File: src/rtl/hazard_pkg.sv
`default_nettype none
// ============================================================================
//  Module      : hazard_pkg
//  Description : Shared types for the pipeline hazard/forwarding controller.
//                Holds the forward-select encoding, the stall FSM state type
//                and the raw select constants.
//  Revision    : 1.0  initial release
// ============================================================================
package hazard_pkg;

   // Raw EX operand-mux select codes; 2'b11 is unused.
   localparam logic [1:0] FWD_RF = 2'b00;   // register file
   localparam logic [1:0] FWD_ME = 2'b01;   // producer currently in ME
   localparam logic [1:0] FWD_WB = 2'b10;   // producer currently in WB

   typedef enum logic [1:0] {
      SEL_RF = FWD_RF,
      SEL_ME = FWD_ME,
      SEL_WB = FWD_WB
   } fwd_sel_e;

   typedef enum logic [0:0] {
      RUN   = 1'b0,
      STALL = 1'b1
   } haz_state_e;

endpackage
`default_nettype wire

File: src/rtl/hazard_fwd_unit_fwd_match.sv
`default_nettype none
// ============================================================================
//  Module      : fwd_match
//  Description : Decode-time bypass match for a single source operand.
//                Compares the source index against the EX and ME destinations
//                and produces the select the operand needs once it reaches EX,
//                plus a load-use hit flag.
//  Ports       : rs, rs_used          source index / source actually read
//                rd_ex, wr_ex         EX destination / EX writes RF
//                is_load_ex           EX instruction is a load
//                rd_me, wr_me         ME destination / ME writes RF
//                sel                  next forward select for this source
//                load_hit             source depends on the load in EX
//  Revision    : 1.0  initial release
// ============================================================================
module fwd_match
   import hazard_pkg::*;
#(
   parameter int REG_AW = 5
)
(
   input  logic [REG_AW-1:0] rs,
   input  logic              rs_used,
   input  logic [REG_AW-1:0] rd_ex,
   input  logic              wr_ex,
   input  logic              is_load_ex,
   input  logic [REG_AW-1:0] rd_me,
   input  logic              wr_me,
   output fwd_sel_e          sel,
   output logic              load_hit
);

   logic w_live;
   logic w_hit_ex;
   logic w_hit_me;

   // x0 is hard-wired zero and never needs a bypass.
   assign w_live   = rs_used && (rs != '0);
   assign w_hit_ex = w_live && wr_ex && (rs == rd_ex);
   assign w_hit_me = w_live && wr_me && (rs == rd_me);

   // EX producer is the youngest, so it wins. A load in EX cannot feed the
   // consumer next cycle (load-use stall handles it), so it is skipped here.
   always_comb begin
      sel = SEL_RF;
      if (w_hit_ex && !is_load_ex) begin
         sel = SEL_ME;
      end else if (w_hit_me) begin
         sel = SEL_WB;
      end
   end

   assign load_hit = w_hit_ex && is_load_ex;

endmodule
`default_nettype wire

File: src/rtl/hazard_fwd_unit.sv
`default_nettype none
// ============================================================================
//  Module      : hazard_fwd_unit
//  Description : Forwarding + hazard controller for a 5-stage pipeline.
//                Registers per-source EX bypass selects, stalls IF/DE for
//                LOAD_LAT cycles on load-use, flushes IF/DE on a taken branch
//                resolved in EX. Branch takes priority over any stall.
//  Config      : HAZ_STATS_EN  enables saturating statistics counters;
//                              otherwise stat_* are tied to zero.
//  Ports       : clk, rst_n          clock, synchronous active-low reset
//                rs_de, rs_used_de   decode sources (src i at [i*REG_AW +: REG_AW])
//                rd_ex/ruwr_ex/is_load_ex  EX destination info
//                rd_me/ruwr_me       ME destination info
//                br_taken_ex         taken branch/jump in EX
//                stall_fd, bubble_ex, flush_fd   pipeline control
//                fwd_sel_ex          registered 2-bit select per source
//                stat_stall/flush/fwd  statistics
//  Revision    : 1.0  initial release
// ============================================================================
module hazard_fwd_unit
   import hazard_pkg::*;
#(
   parameter int REG_AW   = 5,
   parameter int NUM_SRC  = 2,
   parameter int LOAD_LAT = 1,
   parameter int STAT_W   = 32
)
(
   input  logic                      clk,
   input  logic                      rst_n,
   input  logic [NUM_SRC*REG_AW-1:0] rs_de,
   input  logic [NUM_SRC-1:0]        rs_used_de,
   input  logic [REG_AW-1:0]         rd_ex,
   input  logic                      ruwr_ex,
   input  logic                      is_load_ex,
   input  logic [REG_AW-1:0]         rd_me,
   input  logic                      ruwr_me,
   input  logic                      br_taken_ex,
   output logic                      stall_fd,
   output logic                      bubble_ex,
   output logic                      flush_fd,
   output logic [2*NUM_SRC-1:0]      fwd_sel_ex,
   output logic [STAT_W-1:0]         stat_stall,
   output logic [STAT_W-1:0]         stat_flush,
   output logic [STAT_W-1:0]         stat_fwd
);

   // The load-use cycle itself is the first stall cycle, so the STALL state
   // only covers the remaining LOAD_LAT-1 cycles (none when LOAD_LAT == 1).
   localparam int                 c_CNT_W     = (LOAD_LAT > 1) ? $clog2(LOAD_LAT) : 1;
   localparam bit                 c_HAS_STALL = (LOAD_LAT > 1);
   localparam logic [c_CNT_W-1:0] c_CNT_INIT  = c_CNT_W'(LOAD_LAT - 1);

   fwd_sel_e                 w_sel [NUM_SRC];
   logic [NUM_SRC-1:0]       w_hit;
   logic [2*NUM_SRC-1:0]     w_sel_flat;
   logic                     w_load_use;
   logic                     w_stall;
   logic                     w_flush;
   logic                     w_hold;
   haz_state_e               r_state;
   haz_state_e               w_state_nxt;
   logic [c_CNT_W-1:0]       r_cnt;
   logic [c_CNT_W-1:0]       w_cnt_nxt;
   logic [2*NUM_SRC-1:0]     r_fwd_sel;

   for (genvar gi = 0; gi < NUM_SRC; gi++) begin : g_src
      fwd_match #(
         .REG_AW (REG_AW)
      ) u_match (
         .rs         (rs_de[gi*REG_AW +: REG_AW]),
         .rs_used    (rs_used_de[gi]),
         .rd_ex      (rd_ex),
         .wr_ex      (ruwr_ex),
         .is_load_ex (is_load_ex),
         .rd_me      (rd_me),
         .wr_me      (ruwr_me),
         .sel        (w_sel[gi]),
         .load_hit   (w_hit[gi])
      );
      assign w_sel_flat[2*gi +: 2] = w_sel[gi];
   end

   assign w_load_use = |w_hit;

   // ---------------------------------------------------------------- state
   always_ff @(posedge clk) begin
      if (!rst_n) begin
         r_state <= RUN;
         r_cnt   <= '0;
      end else begin
         r_state <= w_state_nxt;
         r_cnt   <= w_cnt_nxt;
      end
   end

   // ----------------------------------------------------------- next state
   always_comb begin
      w_state_nxt = r_state;
      w_cnt_nxt   = r_cnt;
      if (br_taken_ex) begin
         w_state_nxt = RUN;
         w_cnt_nxt   = '0;
      end else begin
         case (r_state)
            RUN: begin
               if (w_load_use && c_HAS_STALL) begin
                  w_state_nxt = STALL;
                  w_cnt_nxt   = c_CNT_INIT;
               end
            end
            STALL: begin
               // r_cnt counts STALL cycles left including this one.
               if (r_cnt <= c_CNT_W'(1)) begin
                  w_state_nxt = RUN;
                  w_cnt_nxt   = '0;
               end else begin
                  w_cnt_nxt = r_cnt - c_CNT_W'(1);
               end
            end
            default: begin
               w_state_nxt = RUN;
               w_cnt_nxt   = '0;
            end
         endcase
      end
   end

   // -------------------------------------------------------------- outputs
   always_comb begin
      w_stall = 1'b0;
      w_flush = 1'b0;
      if (br_taken_ex) begin
         w_flush = 1'b1;
      end else if ((r_state == STALL) || w_load_use) begin
         w_stall = 1'b1;
      end
   end

   assign w_hold    = w_stall | w_flush;
   assign stall_fd  = rst_n & w_stall;
   assign flush_fd  = rst_n & w_flush;
   assign bubble_ex = rst_n & w_hold;

   // A bubble entering EX carries no operands, so its selects are RF.
   always_ff @(posedge clk) begin
      if (!rst_n) begin
         r_fwd_sel <= '0;
      end else if (w_hold) begin
         r_fwd_sel <= '0;
      end else begin
         r_fwd_sel <= w_sel_flat;
      end
   end

   assign fwd_sel_ex = r_fwd_sel;

   // ----------------------------------------------------------- statistics
`ifdef HAZ_STATS_EN
   logic [STAT_W-1:0] r_stat_stall;
   logic [STAT_W-1:0] r_stat_flush;
   logic [STAT_W-1:0] r_stat_fwd;
   logic [STAT_W-1:0] w_fwd_inc;
   logic [STAT_W:0]   w_fwd_sum;

   always_comb begin
      w_fwd_inc = '0;
      for (int i = 0; i < NUM_SRC; i++) begin
         if (w_sel[i] != SEL_RF) begin
            w_fwd_inc = w_fwd_inc + STAT_W'(1);
         end
      end
      if (w_hold) begin
         w_fwd_inc = '0;
      end
      w_fwd_sum = {1'b0, r_stat_fwd} + {1'b0, w_fwd_inc};
   end

   always_ff @(posedge clk) begin
      if (!rst_n) begin
         r_stat_stall <= '0;
         r_stat_flush <= '0;
         r_stat_fwd   <= '0;
      end else begin
         if (w_stall && (r_stat_stall != '1)) begin
            r_stat_stall <= r_stat_stall + STAT_W'(1);
         end
         if (w_flush && (r_stat_flush != '1)) begin
            r_stat_flush <= r_stat_flush + STAT_W'(1);
         end
         r_stat_fwd <= w_fwd_sum[STAT_W] ? '1 : w_fwd_sum[STAT_W-1:0];
      end
   end

   assign stat_stall = r_stat_stall;
   assign stat_flush = r_stat_flush;
   assign stat_fwd   = r_stat_fwd;
`else
   assign stat_stall = '0;
   assign stat_flush = '0;
   assign stat_fwd   = '0;
`endif

endmodule
`default_nettype wire

File: config.mk
export PLATFORM = sky130hd
export DESIGN_NAME = hazard_fwd_unit
export DESIGN_NICKNAME = d
export VERILOG_FILES = /design/src/rtl/hazard_pkg.sv /design/src/rtl/hazard_fwd_unit_fwd_match.sv /design/src/rtl/hazard_fwd_unit.sv
export SDC_FILE = /design/constraint.sdc
export NUM_CORES = 1
export LEC_CHECK = 0
export CAP_MARGIN = 5
export CORE_MARGIN = 5
export CORE_UTILIZATION = 25
export CTS_CLUSTER_DIAMETER = 50
export DETAILED_ROUTE_END_ITERATION = 10
export GPL_ROUTABILITY_DRIVEN = 1
export PLACE_DENSITY = 0.77
export SLEW_MARGIN = 20
export SYNTH_ARGS = -nofsm -noshare
export SYNTH_HDL_FRONTEND = slang
export SYNTH_SLANG_ARGS = --single-unit
File: constraint.sdc
create_clock -name clk -period 1.3 [get_ports clk]
set_input_delay 0.195 -clock clk [delete_from_list [all_inputs] [get_ports clk]]
set_output_delay 0.195 -clock clk [all_outputs]
set_load 0.02 [all_outputs]
=== After elaboration in Yosys (flattened, before gate mapping) ===
Cells that the tools add are included.

* Add/subtract/negate cells: 1
* $lt $le $gt $ge: 1
* Eq/ne operators: 4
* Mux-type cells: 9
* Bitwise logic cells: 6
* Reductions and logical operators: 24

{| class="wikitable"
|+ Operators with widths
! cell !! count
|-
| 5-bit == test || 4
|-
| 1-bit logical AND || 14
|-
| 5-bit nonzero test || 2
|-
| 3-bit OR reduction || 3
|-
| 1-bit two-way mux || 7
|-
| 2-bit OR reduction || 3
|-
| 2-bit two-way mux || 2
|-
| 1-bit AND || 3
|-
| 1-bit NOT || 2
|-
| 1-bit less-or-equal comparator, second input constant || 1
|-
| 1-bit zero test || 1
|-
| 1-bit logical OR || 1
|-
| 1-bit OR || 1
|-
| 1-bit subtractor, second input constant || 1
|}

* Register bits after elaboration: 6
* Input bits: 28
* Output and inout bits: 103
* Word-level logic and storage cells: 50

=== Logic depth before layout (Yosys ltp) ===
* Depth after elaboration: 11
* Gate-level depth with buffers: 4
* Gate-level depth less buffers: 4

=== Cells and area by module ===
From an unflattened synthesis, not the netlist that was laid out.

* Cells, all modules: 156
* Area total of the unflattened synthesis: 1241.2 um2

{| class="wikitable"
|+ By module, submodules not included
! module !! times used !! cells each !! area an instance (um2) !! seq. area each (um2)
|-
| hazard_fwd_unit || 1 || 110 || 880.8 || 80.1
|-
| fwd_match || 2 || 23 || 180.2 || 0.0
|}

=== Worst setup path before layout ===
No wires, ideal clock.

* Path kind: input-to-output
* From: input port rd_ex[1]
* To: output port stall_fd
* Arrival: 1.441 ns
* Required time: 1.105 ns
* Path slack: -0.336 ns
* Stages on the path: 4
* Buffers on the path: 0
* Cells stage by stage: xor2_1 > nor4_1 > nand4b_2 > a211oi_1

* Word-level cells in the longest chain between the ends: 8
* Elaborated cells on any way between the ends: 11
* Those cells by class: eq/ne: 2; mux: 2; bitwise: 1; reduce/logical: 6

{| class="wikitable"
|+ RTL lines
! element !! RTL line !! source
|-
| from (decl) || hazard_fwd_unit.sv:33 || <nowiki>input logic [REG_AW-1:0] rd_ex,</nowiki>
|-
| 5-bit == test || hazard_fwd_unit_fwd_match.sv:39 || <nowiki>assign w_hit_ex = w_live && wr_ex && (rs == rd_ex);</nowiki>
|-
| 1-bit logical AND || hazard_fwd_unit_fwd_match.sv:39 ||
|-
| 1-bit logical AND || hazard_fwd_unit_fwd_match.sv:53 || <nowiki>assign load_hit = w_hit_ex && is_load_ex;</nowiki>
|-
| 2-bit OR reduction (*) || hazard_fwd_unit.sv:84 || <nowiki>assign w_load_use = |w_hit;</nowiki>
|-
| 1-bit logical OR (*) || hazard_fwd_unit.sv:135 || <nowiki>end else if ((r_state == STALL) || w_load_use) begin</nowiki>
|-
| 1-bit two-way mux (*) || hazard_fwd_unit.sv:135 ||
|-
| 1-bit two-way mux (*) || hazard_fwd_unit.sv:133 || <nowiki>if (br_taken_ex) begin</nowiki>
|-
| 1-bit AND (*) || hazard_fwd_unit.sv:141 || <nowiki>assign stall_fd = rst_n & w_stall;</nowiki>
|-
| to (decl) || hazard_fwd_unit.sv:39 || <nowiki>output logic stall_fd,</nowiki>
|}

Mark *: on every way between the ends. The rest lies on a longest branch, timed or not.

=== Worst setup path in the final report ===
* From: input port rs_de[2]
* To: output port bubble_ex

* Word-level cells in the longest chain between the ends: 11
* Elaborated cells on any way between the ends: 12
* Those cells by class: eq/ne: 1; mux: 2; bitwise: 2; reduce/logical: 7

{| class="wikitable"
|+ RTL lines
! element !! RTL line !! source
|-
| from (decl) || hazard_fwd_unit.sv:31 || <nowiki>input logic [NUM_SRC*REG_AW-1:0] rs_de,</nowiki>
|-
| 5-bit nonzero test || hazard_fwd_unit_fwd_match.sv:38 || <nowiki>assign w_live = rs_used && (rs != '0);</nowiki>
|-
| 1-bit logical AND || hazard_fwd_unit_fwd_match.sv:38 ||
|-
| 1-bit logical AND || hazard_fwd_unit_fwd_match.sv:39 ||
|-
| 1-bit logical AND (*) || hazard_fwd_unit_fwd_match.sv:39 ||
|-
| 1-bit logical AND (*) || hazard_fwd_unit_fwd_match.sv:53 ||
|-
| 2-bit OR reduction (*) || hazard_fwd_unit.sv:84 ||
|-
| 1-bit logical OR (*) || hazard_fwd_unit.sv:135 ||
|-
| 1-bit two-way mux (*) || hazard_fwd_unit.sv:135 ||
|-
| 1-bit two-way mux (*) || hazard_fwd_unit.sv:133 ||
|-
| 1-bit OR (*) || hazard_fwd_unit.sv:140 || <nowiki>assign w_hold = w_stall | w_flush;</nowiki>
|-
| 1-bit AND (*) || hazard_fwd_unit.sv:143 || <nowiki>assign bubble_ex = rst_n & w_hold;</nowiki>
|-
| to (decl) || hazard_fwd_unit.sv:40 || <nowiki>output logic bubble_ex,</nowiki>
|}

Marked as above.

==> run_results.csv <==
group,metric,value,unit
global_route,antenna_found_initial,0,
synthesis,ys_seq_area_share,6.90,%
global_route,grt_pass1_wl,4.26,mm
route,drt_iter0_drc,20,
sta,report.final.slew_viol_count,0,
placement,dpl.hpwl,2.48,mm
clock_network,clk_path_buf_depth,2,
layout,diodes,0,
layout,design_area,1530,µm²
route,num_vias,828,
clock_network,cts_hold_buf,0,
layout,final_core_util,34.4,%
die,die_x,78.2,µm
critical_path,cp_max_fo,3,
placement,io_buffers,34,
die,die_area,6110,µm²
synthesis,ys_top_cells_by_count,"buf_4 (96), xnor2_1 (10), xor2_1 (10)",
global_route,track_usage,8.68,%
die,die_h,78.2,µm
synthesis,yosysWarnings,0,
critical_path,critical_path_arrival,1.50,ns
pwr,irDropWorstVdd,0.000256,V
placement,gp_congestion,0.899,
route,post_drt_wl_per_cell,10.9,µm
die,coreArea,4440,µm²
critical_path,crit_path_start_kind,"input port",
global_route,grt_pass1_vias,859,
critical_path,end_kind,"output pin",
synthesis,synth-seq-cells,4,
synthesis,async_flop_share,0,%
sta,layout_min_cycle_time,1.70,ns
sta,fmax,0.590,GHz
layout,n_fill_cell,453,
min_path,hold-path-cell-count,6,
route,drc,0,
pwr,leakage,0.838,nW
clock_network,cts-htree-levels,1,
synthesis,synth.most_common_cell,"buf_4",
synthesis,synth_cell_type_count,24,
synthesis,syn_avg_cell_area,7.95,µm²
route,finalWirelength,2.82,mm
clock_network,tritoncts,"built",
sta,setup_ws,-0.396,ns
sta,fin_crit_sh,130,%
global_route,overflow,0,
clock_network,root_buffer,"clkbuf_8",
synthesis,ys.flop_type,"dfxtp_1",
route,drt_pass1_iterations,2,
min_path,worstHoldEndpoint,"fwd_sel_ex[1]$_SDFF_PP0_",
sta,tns,-0.942,ns
layout,drive_gt1_share,30.0,%
route,vias_per_cell,3.20,
layout,largest_reg_flops,4,
die,num_rows,24,
outcome,outcome,"finished, violations left",
sta,setup_viol,5,
synthesis,synth_area_leader_cell,"buf_4",
synthesis,ys_top_cells_by_area,"buf_4 (62%), xnor2_1 (7.5%), xor2_1 (7.5%), dfxtp_1 (6.9%), nand4b_2 (2.6%)",
die,io_pins,131,
placement,place_area,1390,µm²
placement,post-place-ws,-1.23,ns
die,start_util,26.1,%
synthesis,synth_area,1160,µm²
critical_path,crit_type,"input port to output pin",
clock_network,cts.sinks,4,
critical_path,cp_data_required_time,1.11,ns
route,ant_nets,0,
outcome,violations,"negative setup slack",
clock_network,clk_pin_slew_worst_paths,0.03,ns
min_path,worstHoldStart,"rs_de[2]",
layout,area_growth,31.7,%
sta,rsz0062_at_grt,"yes",
pwr,power,0.925,mW
flow_run,drv_cap,0,
clock_network,cts_buffers,3,
min_path,hp-class,"input port to flip-flop",
pwr,power_density,605,nW/µm²
global_route,grt_start_max_net_pins,5,
synthesis,synth_cells,146,
sta,hold_viol,0,
synthesis,synth_top_area_share,62.1,%
synthesis,synth_enable_flop_cells,0,
layout,nNetsFinal,237,
-- what timing repair did --
item	in CTS	in global routing
buffers inserted	2	1
resized for setup	81	18
endpoints found under the setup margin	11	7
pin swaps	10	8
hold endpoints to repair	0	0
-- where the power goes --
part	total (mW)	internal [mW]	switching (mW)	leakage [nW]
clock network	0.262	0.197	0.0649	0.0216
logic	0.538	0.168	0.371	0.784
registers	0.124	0.124	0.0000592	0.0322
-- metrics by stage --
stage,std cells,hold WS (ns)
final,259,0.501
after global routing,259,0.542
after CTS,258,0.494
after detailed placement,253,0.839
after global placement,253,0.853
after floorplan,241,0.274
-- logic make-up after synthesis --
kind of cell | after synthesis | share of synthesized area, %
AND/OR/NAND/NOR | 15 | 9.70
XOR/XNOR | 20 | 15.1
buffers and inverters | 98 | 62.7
flip-flops | 4 | 6.90
AO/OA/AOI/OAI | 8 | 5.28
other | 1 | 0.323
-- layout by cell type, fill, tap and decap left out --
cell / instances
o211a_1: 1
o21ai_0: 1
nor4_4: 1
buf_2: 6
a211oi_4: 1
and3b_1: 1
or4_4: 2
xor2_1: 5
buf_6: 9
buf_8: 1
nor3_1: 1
o211ai_1: 1
o21ai_2: 2
xor2_4: 1
and2_1: 1
conb_1: 96
a31oi_2: 1
xnor2_1: 10
xor2_2: 4
buf_4: 20
inv_1: 2
dlymetal6s2s_1: 1
clkdlybuf4s15_2: 1
nor4_2: 2
nor3_2: 1
clkdlybuf4s15_1: 1
o2111a_1: 1
nand4b_4: 2
nor2_1: 1
clkbuf_8: 3
clkbuf_2: 5
dfxtp_1: 4
dlygate4sd2_1: 4
nand4_1: 2
nand2_1: 1
clkdlybuf4s50_1: 11
-- layer usage --
metal / GRT usage (%) / routed length, µm / vias to the layer above
li1: - / - / 394
met1: 8.97 / 915 / 354
met2: 16.2 / 1460 / 78
met3: 3.32 / 424 / 2
met4: 2.62 / 25 / 0
met5: 0 / 0 / -
-- worst max-delay path by stage --
stage	startpoint	endpoint	slack, ns	depth (start not counted)
2_1_floorplan	rd_ex[1]	stall_fd	-0.15	4
3_3_place_gp	rd_ex[1]	stall_fd	-1.22	7
3_5_place_dp	rd_ex[3]	stall_fd	-1.23	7
4_1_cts	rd_ex[3]	stall_fd	-0.42	7
5_1_grt	rd_ex[3]	stall_fd	-0.45	8
6_report	rs_de[2]	bubble_ex	-0.40	7
-- critical path, cell delays in order --
cell and delay (ns):
buf_8 0.10, buf_6 0.10, or4_4 0.52, o21ai_2 0.15, nand4b_4 0.18, a31oi_2 0.09, buf_4 0.16
-- area by class of cell --
| type | instances | area [µm²] | share of cell area [%] |
|---|---|---|---|
| tap | 52 | 65.1 | 4.26 |
| clock buffer | 3 | 41.3 | 2.70 |
| multi-input combinational | 139 | 835 | 54.6 |
| sequential | 4 | 80.1 | 5.24 |
| timing repair buffer | 59 | 500 | 32.7 |
| inverter | 2 | 7.51 | 0.491 |
No activity file was read; power rests on OpenSTA's default activity.
